==> src/rtl/spawn_pkg.sv <==
// spawn_pkg: shared types and constants for the lane spawn scheduler.
//   spawn_state_t : scheduler FSM states
//   spawn_kind_t  : obstacle type field carried on a spawn event
//   KIND_LSB      : lsb of the kind field inside the random word
//   DIR_BIT       : bit of the random word used as spawn direction
package spawn_pkg;

  typedef enum logic [1:0] {
    IDLE   = 2'd0,
    SCAN   = 2'd1,
    EMIT   = 2'd2,
    RELOAD = 2'd3
  } spawn_state_t;

  typedef logic [1:0] spawn_kind_t;

  localparam int KIND_LSB = 0;
  localparam int DIR_BIT  = 2;

endpackage

==> src/rtl/lane_gap_bank.sv <==
// lane_gap_bank: per-lane frame gap down-counters.
//   clk, rst_n : clock, async active-low reset (lane i resets to i)
//   idx        : lane addressed by dec/load and reported on zero
//   dec        : decrement the indexed lane (never wraps below 0)
//   load       : load load_val into the indexed lane (wins over dec)
//   load_val   : reload value
//   zero       : indexed lane counter is 0
module lane_gap_bank
  import spawn_pkg::*;
#(
  parameter int LANES = 8,
  parameter int GAP_W = 8,
  parameter int IW    = $clog2(LANES)
) (
  input  logic             clk,
  input  logic             rst_n,
  input  logic [IW-1:0]    idx,
  input  logic             dec,
  input  logic             load,
  input  logic [GAP_W-1:0] load_val,
  output logic             zero
);

  logic [GAP_W-1:0] cnt [LANES];

  // Reset value i staggers the lanes so lane i first spawns on frame i+1.
  always_ff @(posedge clk or negedge rst_n) begin
    if (!rst_n) begin
      for (int i = 0; i < LANES; i++) cnt[i] <= GAP_W'(i);
    end else begin
      for (int i = 0; i < LANES; i++) begin
        if (idx == IW'(i)) begin
          if (load)
            cnt[i] <= load_val;
          else if (dec && cnt[i] != '0)
            cnt[i] <= cnt[i] - GAP_W'(1);
        end
      end
    end
  end

  assign zero = (cnt[idx] == '0);

endmodule

==> src/rtl/lane_spawn_sched.sv <==
// lane_spawn_sched: once per frame, walks all lanes and emits a spawn event
// for every lane whose gap counter has reached zero.
//   clk, rst_n    : clock, async active-low reset
//   frame, run    : frame pulse, game active (frames ignored when low)
//   rnd, rnd_en   : LFSR word in, advance pulse out (one per consumed value)
//   spawn_valid/ready, spawn_lane/kind/dir : spawn event handshake
//   busy          : scan in progress
//   spawn_count, overrun_count : event / dropped-frame statistics, only
//                   built when SPAWN_STATS_EN is defined, else tied to 0
module lane_spawn_sched
  import spawn_pkg::*;
#(
  parameter int                LANES    = 8,
  parameter int                RAND_W   = 8,
  parameter int                GAP_W    = 8,
  parameter int                MIN_GAP  = 16,
  parameter logic [RAND_W-1:0] GAP_MASK = 8'h3F
) (
  input  logic                     clk,
  input  logic                     rst_n,
  input  logic                     frame,
  input  logic                     run,
  input  logic [RAND_W-1:0]        rnd,
  output logic                     rnd_en,
  output logic                     spawn_valid,
  input  logic                     spawn_ready,
  output logic [$clog2(LANES)-1:0] spawn_lane,
  output logic [1:0]               spawn_kind,
  output logic                     spawn_dir,
  output logic                     busy,
  output logic [15:0]              spawn_count,
  output logic [7:0]               overrun_count
);

  localparam int IW = $clog2(LANES);
  // Reload sum is kept one bit wider than either operand so the
  // saturation test sees the true sum.
  localparam int SW = ((RAND_W > GAP_W) ? RAND_W : GAP_W) + 1;
  localparam logic [SW-1:0] GMAX = {{(SW-GAP_W){1'b0}}, {GAP_W{1'b1}}};

  spawn_state_t     state;
  logic [IW-1:0]    idx;
  logic             pending;
  logic             lane_zero;
  logic             last;
  logic [SW-1:0]    sum;
  logic [GAP_W-1:0] reload_val;

  assign last       = (idx == IW'(LANES-1));
  assign sum        = SW'(MIN_GAP) + SW'(rnd & GAP_MASK);
  assign reload_val = (sum > GMAX) ? {GAP_W{1'b1}} : sum[GAP_W-1:0];

  lane_gap_bank #(.LANES(LANES), .GAP_W(GAP_W), .IW(IW)) u_bank (
    .clk      (clk),
    .rst_n    (rst_n),
    .idx      (idx),
    .dec      (state == SCAN && !lane_zero),
    .load     (state == RELOAD),
    .load_val (reload_val),
    .zero     (lane_zero)
  );

  // Outputs decode straight from the state register; rnd_en fires in the
  // capture cycle so rnd has advanced by the time RELOAD samples it.
  assign spawn_valid = (state == EMIT);
  assign busy        = (state != IDLE);
  assign rnd_en      = (state == SCAN && lane_zero) || (state == RELOAD);

  always_ff @(posedge clk or negedge rst_n) begin
    if (!rst_n) begin
      state      <= IDLE;
      idx        <= '0;
      pending    <= 1'b0;
      spawn_lane <= '0;
      spawn_kind <= '0;
      spawn_dir  <= 1'b0;
    end else begin
      case (state)
        IDLE: begin
          if (!run)
            pending <= 1'b0;
          else if (frame || pending) begin
            idx     <= '0;
            pending <= 1'b0;
            state   <= SCAN;
          end
        end
        SCAN: begin
          if (!lane_zero) begin
            if (last) state <= IDLE;
            else      idx   <= idx + IW'(1);
          end else begin
            spawn_lane <= idx;
            spawn_kind <= spawn_kind_t'(rnd[KIND_LSB +: 2]);
            spawn_dir  <= rnd[DIR_BIT];
            state      <= EMIT;
          end
        end
        EMIT: begin
          if (spawn_ready) state <= RELOAD;
        end
        RELOAD: begin
          if (last) state <= IDLE;
          else begin
            idx   <= idx + IW'(1);
            state <= SCAN;
          end
        end
        default: state <= IDLE;
      endcase
      // One-deep frame queue while a scan is in flight; a frame landing on
      // the final scan cycle restarts the scan right after IDLE.
      if (state != IDLE && frame) pending <= 1'b1;
    end
  end

`ifdef SPAWN_STATS_EN
  logic frame_drop;
  assign frame_drop = frame && (state != IDLE) && pending;

  always_ff @(posedge clk or negedge rst_n) begin
    if (!rst_n) begin
      spawn_count   <= '0;
      overrun_count <= '0;
    end else begin
      if (spawn_valid && spawn_ready) spawn_count <= spawn_count + 16'd1;
      if (frame_drop && overrun_count != 8'hFF)
        overrun_count <= overrun_count + 8'd1;
    end
  end
`else
  assign spawn_count   = '0;
  assign overrun_count = '0;
`endif

endmodule

==> config.mk <==
export PLATFORM = sky130hd
export DESIGN_NAME = lane_spawn_sched
export DESIGN_NICKNAME = d
export VERILOG_FILES = /design/src/rtl/spawn_pkg.sv /design/src/rtl/lane_gap_bank.sv /design/src/rtl/lane_spawn_sched.sv
export SDC_FILE = /design/constraint.sdc
export NUM_CORES = 1
export LEC_CHECK = 0
export CORE_ASPECT_RATIO = 0.75
export CORE_MARGIN = 1
export CORE_UTILIZATION = 45
export CTS_CLUSTER_DIAMETER = 200
export DETAILED_ROUTE_END_ITERATION = 8
export GPL_ROUTABILITY_DRIVEN = 1
export GPL_TIMING_DRIVEN = 0
export PLACE_DENSITY = 0.76
export SETUP_SLACK_MARGIN = 0.2
export SLEW_MARGIN = 20
export SYNTH_ARGS = -nofsm -noshare
export SYNTH_HDL_FRONTEND = slang
export SYNTH_SLANG_ARGS = --single-unit
==> constraint.sdc <==
create_clock -name clk -period 6.1 [get_ports clk]
set_clock_uncertainty 0.2 [all_clocks]
set_input_delay 1.525 -clock clk [delete_from_list [all_inputs] [get_ports clk]]
set_output_delay 1.525 -clock clk [all_outputs]
set_load 0.02 [all_outputs]
* Word-level counts from Yosys, hierarchy flattened *
Index checks and enable logic that the tools add are counted.

cells by class
  add/sub/neg operators = 10
  multipliers = 0
  div/mod/pow operators = 0
  $lt $le $gt $ge = 2
  eq/ne operators = 16
  shift operators = 0
  muxes and demuxes = 36
  bitwise operators = 1
  reductions and logical operators = 48

operator list
  kind                                                number
  2-to-1 mux 8 bit                                    19
  nonzero test 8 bit                                  8
  subtractor 8 x 1 -> 8 bit, second input constant    8
  binary-select mux 8 bit (select 3 bit)              1
  AND reduction 2 bit                                 10
  nonzero test 2 bit                                  10
  == test 3 bit, second input constant                4
  2-to-1 mux 3 bit                                    4
  logical AND 1 bit                                   11
  2-to-1 mux 2 bit                                    5
  one-hot mux 3 bit (3 select lines)                  1
  > comparator 7 x 8 -> 1 bit, second input constant  1
  zero test 8 bit                                     1
  one-hot mux 2 bit (4 select lines)                  1
  AND reduction 4 bit                                 2
  adder 5 x 6 -> 7 bit, first input constant          1
  == test 3 x 2 -> 1 bit, second input constant       2
  != test 2 bit, second input constant                3
  2-to-1 mux 1 bit                                    5
  == test 2 bit, second input constant                2
  >= comparator 4 bit, second input constant          1
  inverter 3 -> 4 bit                                 1
  adder 3 x 1 -> 3 bit, second input constant         1
  == test 3 x 1 -> 1 bit, second input constant       1
  other kinds (9)                                     10

word-level totals
  register bits after elaboration = 76
  bits in latches = 0
  memory bits (writable) = 0
  ROM bits = 0
  bits of input ports = 13
  output and inout port bits = 33
  logic and storage cells = 127
  memories kept = 0

* Logic depth before layout (Yosys ltp) *
Gate-level depths: netlist of the first run.

  word-level depth = 10
  mapped depth = 11
  gate-level depth less buffers = 8

* By module *
A second synthesis of the first run with hierarchy kept.

unflattened totals
  cell total of the unflattened synthesis = 570
  area, all modules = 5077.4 um^2

by module, submodules not included
  module            times used  cells an instance  area an instance (um^2)  seq. area each (um^2)
  lane_gap_bank     1           500                4321.6                   1616.6
  lane_spawn_sched  1           70                 755.7                    300.3

* Worst setup path after synthesis of the first run *
Ideal clock, no wire load.

  path kind = flip-flop to output port
  start = reg u_bank.cnt[57] (netlist name)
  end = out rnd_en
  data arrival time = 2.362 ns
  data required time = 4.375 ns
  setup slack = 2.013 ns
  stages on the path, launching flop included = 9
  buffers on the path = 2
  cell sequence = dfrtp_1 or4_4 nor4b_2 a211o_1 o22ai_2 or2_1 buf_6 buf_2 a21oi_1

on the way
  longest elaborated chain between the ends = 6

RTL lines
  what                                                  line                    source
  start: declaration                                    lane_gap_bank.sv:24     logic [GAP_W-1:0] cnt [LANES];
  start signal: indexed assignment                      lane_gap_bank.sv:34     cnt[i] <= load_val;
  start signal: indexed assignment                      lane_gap_bank.sv:36     cnt[i] <= cnt[i] - GAP_W'(1);
  binary-select mux 8 bit (select 3 bit)                lane_gap_bank.sv:42     assign zero = (cnt[idx] == '0);
  2-to-1 mux 8 bit (not written as such) (2 in series)  lane_gap_bank.sv:42
  zero test 8 bit                                       lane_gap_bank.sv:42
  logical AND 1 bit                                     lane_spawn_sched.sv:67  assign rnd_en = (state == SCAN && lane_zero) || (state == RELOAD);
  logical OR 1 bit                                      lane_spawn_sched.sv:67
  end: declaration                                      lane_spawn_sched.sv:24  output logic rnd_en,

No other way between the ends. The select of a mux whose other input is x is not followed.

* Worst setup path after layout of the first run *
  start = reg idx[0]
  end = out rnd_en

on the way
  longest elaborated chain between the ends = 7

RTL lines
  what                                                  line                     source
  start: declaration                                    lane_spawn_sched.sv:42   logic [IW-1:0] idx;
  start signal: assignment                              lane_spawn_sched.sv:91   else idx <= idx + IW'(1);
  start signal: assignment                              lane_spawn_sched.sv:105  idx <= idx + IW'(1);
  inverter 3 -> 4 bit (not written as such)             lane_gap_bank.sv:42
  binary-select mux 8 bit (select 3 bit)                lane_gap_bank.sv:42
  2-to-1 mux 8 bit (not written as such) (2 in series)  lane_gap_bank.sv:42
  zero test 8 bit                                       lane_gap_bank.sv:42
  logical AND 1 bit                                     lane_spawn_sched.sv:67
  logical OR 1 bit                                      lane_spawn_sched.sv:67

No other way between the ends. The select of a mux whose other input is x is not followed.

==> results.sh, run 1 <==
export IMPL_yosys_area_top_type_share_pct=31.3
export IMPL_mappedNetlistArea_um2=5110
export IMPL_cts_root_buf="clkbuf_16"
export IMPL_cts_tree="yes"
export IMPL_antenna_left=0
export IMPL_layout_commonest_cell="dfrtp_1"
export IMPL_cpLargestDelayFamily="buffers and inverters"
export IMPL_synth_compound_area_share_pct=24.3
export IMPL_worstPathRequired_ns=4.38
export IMPL_grt_overflow=0
export IMPL_synth_area_leaders="dfrtp_1, dfstp_2, ha_1"
export IMPL_crit_chain="clkbuf_1, inv_1, nor4_1, a211o_1, o22ai_2, or2_1, buf_6, buf_2, a21oi_1, clkdlybuf4s50_1"
export IMPL_async_reset_ff_share_pct=100
export IMPL_synth_edff_count=0
export IMPL_reg2reg_to="u_bank.cnt[23]"
export IMPL_ctsResizeCount=0
export IMPL_fmax_ghz=0.185
export IMPL_worstMarginPinSlew_ns=1.08
export IMPL_clk_latency_ns=0.35
export IMPL_synth_xor_area_share_pct=0
export IMPL_die_w_um=125
export IMPL_via_per_inst=6.65
export IMPL_fin_nets=684
export IMPL_finalHoldViolations=0
export IMPL_period_minus_slack_ns=5.40
export IMPL_num_vias=5271
export IMPL_rows=33
export IMPL_n_antenna_cell=0
export IMPL_worst_path_buf_inv=5
export IMPL_ff2ff_path_depth=11
export IMPL_r2r_start="idx[0]"
export IMPL_crit_type="register to output pin"
export IMPL_dpl_cell_count=777
export IMPL_holdWs_ns=0.285
export IMPL_final_cell_mix="dfrtp_1, nor2_1, a21oi_1"
export IMPL_htreeDepth=3
export IMPL_dpl_hpwl_um=11600
export IMPL_synth_top_area_cell="dfrtp_1"
export IMPL_syn_instance_count=594
export IMPL_place_congestion=0.960
export IMPL_setup_violations_final=0
export IMPL_rsz0062_at_grt="false"
export IMPL_drt_total_wl_um=16500
export IMPL_io_buffers=19
export IMPL_dr_pass1_iters=9
export IMPL_grtUsageTotal_pct=29.2
export IMPL_min_from="pending"
export IMPL_slowest_stage="clkdlybuf4s50_1"
export IMPL_dpl_cell_area_um2=5590
export IMPL_clock_sinks=76
export IMPL_hold_depth=1
export IMPL_fin_crit_sh_pct=88.6
export IMPL_arrival_ns=3.68
export IMPL_dieArea_um2=11800
export IMPL_start_util_pct=46.5
export IMPL_grt_max_degree=49
export IMPL_ir_drop_v=0.000245
export IMPL_synthFlopType="dfrtp_1"
export IMPL_ys_types=66
export IMPL_whs_endpoint="pending"
export IMPL_cts_setup_buffers=0
export IMPL_synthMuxAreaShare_pct=2.38
export IMPL_syn_to_final_growth_pct=15.3
export IMPL_final_cells=793
export IMPL_grt_pass1_wl_um=26100
export IMPL_postLayoutCellArea_um2=5890
export IMPL_end_kind="output pin"
export IMPL_ios=46
export IMPL_seq_area_frac_synth_pct=37.5
export IMPL_r2r_setup_slack_ns=2.57
export IMPL_drv_cap=0
export IMPL_yosys_warnings=0
export IMPL_wl_per_cell_um=20.8
export IMPL_leakage_nw=2.40
export IMPL_grt_pass1_vias=5000
export IMPL_drt_iter0_drc=720
export IMPL_synth_seq_cells=76
export IMPL_worstHoldPathType="register to register"
export IMPL_drv_slew=0
export IMPL_cp_start_kind="register"
export IMPL_synth_simple_gate_area_share_pct=22.3
export IMPL_cts_buffers=9
export IMPL_violations="design-rule violations"
export IMPL_clk_pin_slew_ns=0.06
export IMPL_post_route_drc_count=4
export IMPL_antenna_found_initial=0
export IMPL_synth_top_family_by_area="compound AO/OA/AOI/OAI gates"
export IMPL_synth_fa_ha_area_share_pct=5.63
export IMPL_relSlewSlack_pct=27.4
export IMPL_fillers=1011
export IMPL_postSynthAreaPerCell_um2=8.60
export IMPL_die_y_um=94.3
export IMPL_status="complete, but fails checks"
export IMPL_powerDensity_nw_per_um2=540
export IMPL_cp_max_fo=10
export IMPL_tns_ns=0
export IMPL_postCtsHoldBufs=0
export IMPL_slowest_delay_ns=0.64
export IMPL_cts_buffer_depth=2
export IMPL_core_region_area_um2=11000
export IMPL_drive_above_1_share_pct=11.8
cells by family after synthesis:
kind of cell,count (synthesis)
buf+inv,78
fa+ha+maj,23
flops,76
mux,11
compound gates,181
simple gates,224
other cells,1
cell usage after synthesis (6+ instances only):
cell	count
mux2_2	6
buf_4	26
o22a_1	20
a21oi_1	41
o21ai_0	27
dfrtp_1	64
nor4_1	11
clkbuf_1	15
a31oi_1	34
inv_1	27
nand3_1	38
ha_1	23
nand4_1	14
nand2_1	40
nor2_1	56
and3_1	8
nor3_1	20
nor3b_1	6
dfstp_2	12
metal layers:
layer  up-vias  GRT usage (%)  routed length, um  share of wire, %
li1       2307              -                  -                 -
met1      2488           38.5               6760                41
met2       409           43.8               7000                42
met3        67           8.54               2230                13
met4         0           14.0                532               3.2
met5         -              0                  0                 0
state kept, by name, summed over array words and instances, names as in the netlist, named ones only:
register	cells
idx	3
pending	1
spawn_dir	1
spawn_kind	2
spawn_lane	3
state	1
u_bank.cnt	64
metrics by stage:
step / power [mW] / setup WS [ns] / util [%]
floorplan: 2.04 / 2.01 / -
global placement: 2.49 / 0.527 / 50.6
detailed placement: 2.56 / 1.16 / 50.9
CTS: 3.12 / 0.774 / 53.6
global route: 3.35 / 0.558 / 53.6
finish: 3.18 / 0.697 / 53.6
how the worst max path moves through the flow:
stage | end | cells after the start | slack, ns | startpoint
4_1_cts | rnd_en | 10 | 0.77 | idx[0]
5_1_grt | rnd_en | 10 | 0.56 | idx[0]
3_3_place_gp | u_bank.cnt[25] | 1 | 0.53 | rst_n
2_1_floorplan | rnd_en | 8 | 2.01 | u_bank.cnt[57]
6_report | rnd_en | 10 | 0.70 | idx[0]
3_5_place_dp | rnd_en | 10 | 1.16 | idx[0]
worst register-to-register path: stages, from the launching register on:
cell      delay [ns]
dfrtp_1         0.40
clkbuf_1        0.28
inv_1           0.27
nor4_1          0.09
a211o_1         0.36
a21oi_1         0.35
o21ba_2         0.30
buf_2           0.34
buf_2           0.36
a41oi_1         0.18
o21ai_0         0.17
o21ai_0         0.10
where the power goes:
part / leakage (nW) / internal, mW / switching (mW)
logic: 1.37 / 0.596 / 1.06
clock network: 0.138 / 0.329 / 0.223
registers: 0.896 / 0.741 / 0.230
total: 2.40 / 1.67 / 1.52
cell type report:
| cell class | count | area (um^2) | area share [%] |
|---|---|---|---|
| multi-input cells | 463 | 2880 | 48.8 |
| flip-flops and latches | 76 | 1920 | 32.5 |
| plain buffers | 51 | 302 | 5.12 |
| clock buffers | 11 | 243 | 4.12 |
| repair buffers | 20 | 215 | 3.65 |
| well taps | 140 | 175 | 2.97 |
| inverters | 27 | 101 | 1.72 |
| clock inverters | 5 | 61.3 | 1.04 |
Power figures use the tool's default switching activity.
==> inputs of run 2 (changes only) <==
--- a/config.mk
+++ b/config.mk
@@ -5,7 +5,7 @@
 export SDC_FILE = /design/constraint.sdc
 export NUM_CORES = 1
 export LEC_CHECK = 0
-export CORE_ASPECT_RATIO = 0.75
+export CORE_ASPECT_RATIO = 1.4
 export CORE_MARGIN = 1
 export CORE_UTILIZATION = 45
 export CTS_CLUSTER_DIAMETER = 200
@@ -17,4 +17,6 @@
 export SLEW_MARGIN = 20
 export SYNTH_ARGS = -nofsm -noshare
 export SYNTH_HDL_FRONTEND = slang
+export SYNTH_HIERARCHICAL = 1
 export SYNTH_SLANG_ARGS = --single-unit
+export TNS_END_PERCENT = 100
==> run 2 against run 1 <==
  * The flow now finishes without violations
  * Die area is 0.61% lower
  * Global-route usage is 5.1 points lower
  * Wire length is 16% lower
  * Design area is 0.32% higher
  * Register-to-register slack worse by 0.77 ns
  * Power is 17% lower
  * Core utilization is 0.47 points higher
  * Sequential share of layout area is 0.10 points lower
  * Worst setup slack better by 0.42 ns
  * Synthesized cell count is 4.0% lower
  * Synthesized area is 0.64% lower
  * Combinational power is 27% lower
  * Critical endpoint unchanged
==> results.sh, run 2 <==
export IMPL_leakage_nw=2.43
export IMPL_drv_cap=0
export IMPL_drv_slew=0
export IMPL_mappedNetlistArea_um2=5080
export IMPL_fin_crit_sh_pct=81.7
export IMPL_crit_chain="clkbuf_1, or3_1, or4_1, a21oi_1, nor2_1, o22ai_2, nand3b_2, nand2b_1, clkdlybuf4s50_1"
export IMPL_powerDensity_nw_per_um2=444
export IMPL_end_kind="output pin"
export IMPL_core_region_area_um2=10900
export IMPL_rsz0062_at_grt="false"
export IMPL_layout_commonest_cell="dfrtp_1"
export IMPL_largest_register_ffs=64
export IMPL_hold_depth=1
export IMPL_r2r_setup_slack_ns=1.80
export IMPL_ir_drop_v=0.000144
export IMPL_worstHoldPathType="register to register"
export IMPL_wl_per_cell_um=18.0
export IMPL_setup_violations_final=0
export IMPL_rows=45
export IMPL_yosys_area_top_type_share_pct=31.5
export IMPL_htreeDepth=3
export IMPL_clock_sinks=76
export IMPL_postCtsHoldBufs=0
export IMPL_die_y_um=128
export IMPL_period_minus_slack_ns=4.99
export IMPL_cpLargestDelayFamily="simple AND/OR/NAND/NOR gates"
export IMPL_async_reset_ff_share_pct=100
export IMPL_drt_iter0_drc=467
export IMPL_fmax_ghz=0.201
export IMPL_worstPathRequired_ns=4.38
export IMPL_yosys_warnings=6
export IMPL_antenna_left=0
export IMPL_synth_area_leaders="dfrtp_1, dfstp_2, ha_1"
export IMPL_ff2ff_path_depth=11
export IMPL_dieArea_um2=11700
export IMPL_cts_buffers=9
export IMPL_synthFlopType="dfrtp_1"
export IMPL_worstMarginPinSlew_ns=0.903
export IMPL_fin_nets=659
export IMPL_cts_root_buf="clkbuf_16"
export IMPL_final_cell_mix="dfrtp_1, nand2_1, o21ai_0"
export IMPL_clk_pin_slew_ns=0.06
export IMPL_synth_common_cells="dfrtp_1, nand2_1, o21ai_0, a21oi_1, nor2_1"
export IMPL_reg2reg_to="u_bank/cnt[42]"
export IMPL_relSlewSlack_pct=39.7
export IMPL_start_util_pct=46.5
export IMPL_antenna_found_initial=0
export IMPL_yosysMostFrequentCell="dfrtp_1"
export IMPL_seq_area_frac_synth_pct=37.8
export IMPL_die_w_um=91.8
export IMPL_syn_instance_count=570
export IMPL_drt_total_wl_um=13900
export IMPL_status="completed"
export IMPL_whs_endpoint="pending"
export IMPL_grt_pass1_wl_um=21600
export IMPL_slowest_delay_ns=0.61
export IMPL_grt_overflow=0
export IMPL_ctsResizeCount=0
export IMPL_cp_start_kind="register"
export IMPL_dr_pass1_iters=5
export IMPL_synth_seq_cells=76
export IMPL_top_register="u_bank/cnt"
export IMPL_dpl_hpwl_um=9770
export IMPL_tns_ns=0
export IMPL_ios=46
export IMPL_finalHoldViolations=0
export IMPL_synth_edff_count=0
export IMPL_total_power_mw=2.63
export IMPL_cts_setup_buffers=0
export IMPL_crit_type="register to output pin"
export IMPL_cts_buffer_depth=2
export IMPL_ys_types=78
export IMPL_post_route_drc_count=0
export IMPL_synth_top_area_cell="dfrtp_1"
export IMPL_via_per_inst=6.09
export IMPL_clk_latency_ns=0.34
export IMPL_arrival_ns=3.26
export IMPL_num_vias=4706
export IMPL_min_from="pending"
export IMPL_r2r_start="idx[1]"
export IMPL_grtUsageTotal_pct=24.0
export IMPL_n_antenna_cell=0
export IMPL_cp_max_fo=10
export IMPL_grt_max_degree=40
export IMPL_grt_pass1_vias=4317
export IMPL_worst_path_buf_inv=2
export IMPL_syn_to_final_growth_pct=16.4
export IMPL_postSynthAreaPerCell_um2=8.91
export IMPL_cts_tree="yes"
export IMPL_io_buffers=19
export IMPL_slowest_stage="clkdlybuf4s50_1"
export IMPL_place_congestion=0.906
export IMPL_fin_util_pct=54.1
export IMPL_drive_above_1_share_pct=15.7
export IMPL_top_regs="u_bank/cnt x64, idx x3, spawn_lane x3"
==> run 2: cell types whose count changed after synthesis, moves of 9 or more <==
| cell | delta |
|---|---|
| a31oi_1 | -22 |
| clkbuf_1 | -9 |
| mux2i_1 | +14 |
| nand2b_1 | +10 |
| nand3_1 | -22 |
| nor2_1 | -14 |
| o21ai_0 | +18 |
| o22a_1 | -20 |
==> run 2: per-layer routing <==
metal	global-route usage, %	routed length [um]	part of all wire (%)
met2	41.8	7000	50
met4	15.4	678	4.9
met1	27.4	5370	39
met3	3.68	827	6.0
met5	0	0	0
==> run 2: per-stage QoR <==
stage / worst slack (ns) / hold WS (ns) / instance area (um^2) / instances
final: 1.11 / 0.273 / 5910 / 773
after CTS: 1.13 / 0.277 / 5910 / 773
after detailed placement: 1.50 / 0.265 / 5560 / 757
after global placement: 0.524 / 0.255 / 5540 / 756
after global routing: 0.970 / 0.286 / 5910 / 773
after floorplan: 2.26 / 0.246 / 5170 / 596
==> run 2: worst max path at each step <==
| stage | cells after the start | slack [ns] | to | start |
|---|---|---|---|---|
| floorplan | 7 | 2.26 | rnd_en | u_bank/cnt[61] |
| global route | 8 | 0.97 | rnd_en | u_bank/cnt[36] |
| global placement | 1 | 0.52 | u_bank/cnt[45] | rst_n |
| finish | 9 | 1.11 | rnd_en | idx[1] |
| detailed placement | 9 | 1.50 | rnd_en | idx[1] |
| CTS | 9 | 1.13 | rnd_en | idx[1] |
==> run 2: cell type report <==
| cell class | count | area [um^2] |
|---|---|---|
| fillers | 964 | 5010 |
| multi-input cells | 455 | 2880 |
| flip-flops and latches | 76 | 1920 |
| plain buffers | 44 | 297 |
| clock buffers | 11 | 243 |
| repair buffers | 20 | 208 |
| well taps | 141 | 176 |
| clock inverters | 5 | 108 |
| inverters | 21 | 78.8 |
==> run 2: cell families (layout without fill, tap and decap cells) <==
kind of cell               Yosys count  count (layout)  synth area share (%)
and+or+nand+nor                    220             220                  23.8
AOI/OAI and AO/OA                  166             166                  21.6
DFF                                 76              76                  37.8
buffers and inverters               65             101                  7.39
muxes                               23              23                  4.71
adders and majority gates           19              19                  4.68
other                                1              27                0.0739
==> run 2: where the power goes <==
part / internal, mW / switching (mW)
registers: 0.654 / 0.145
clock network: 0.413 / 0.209
logic: 0.488 / 0.717
total: 1.56 / 1.07
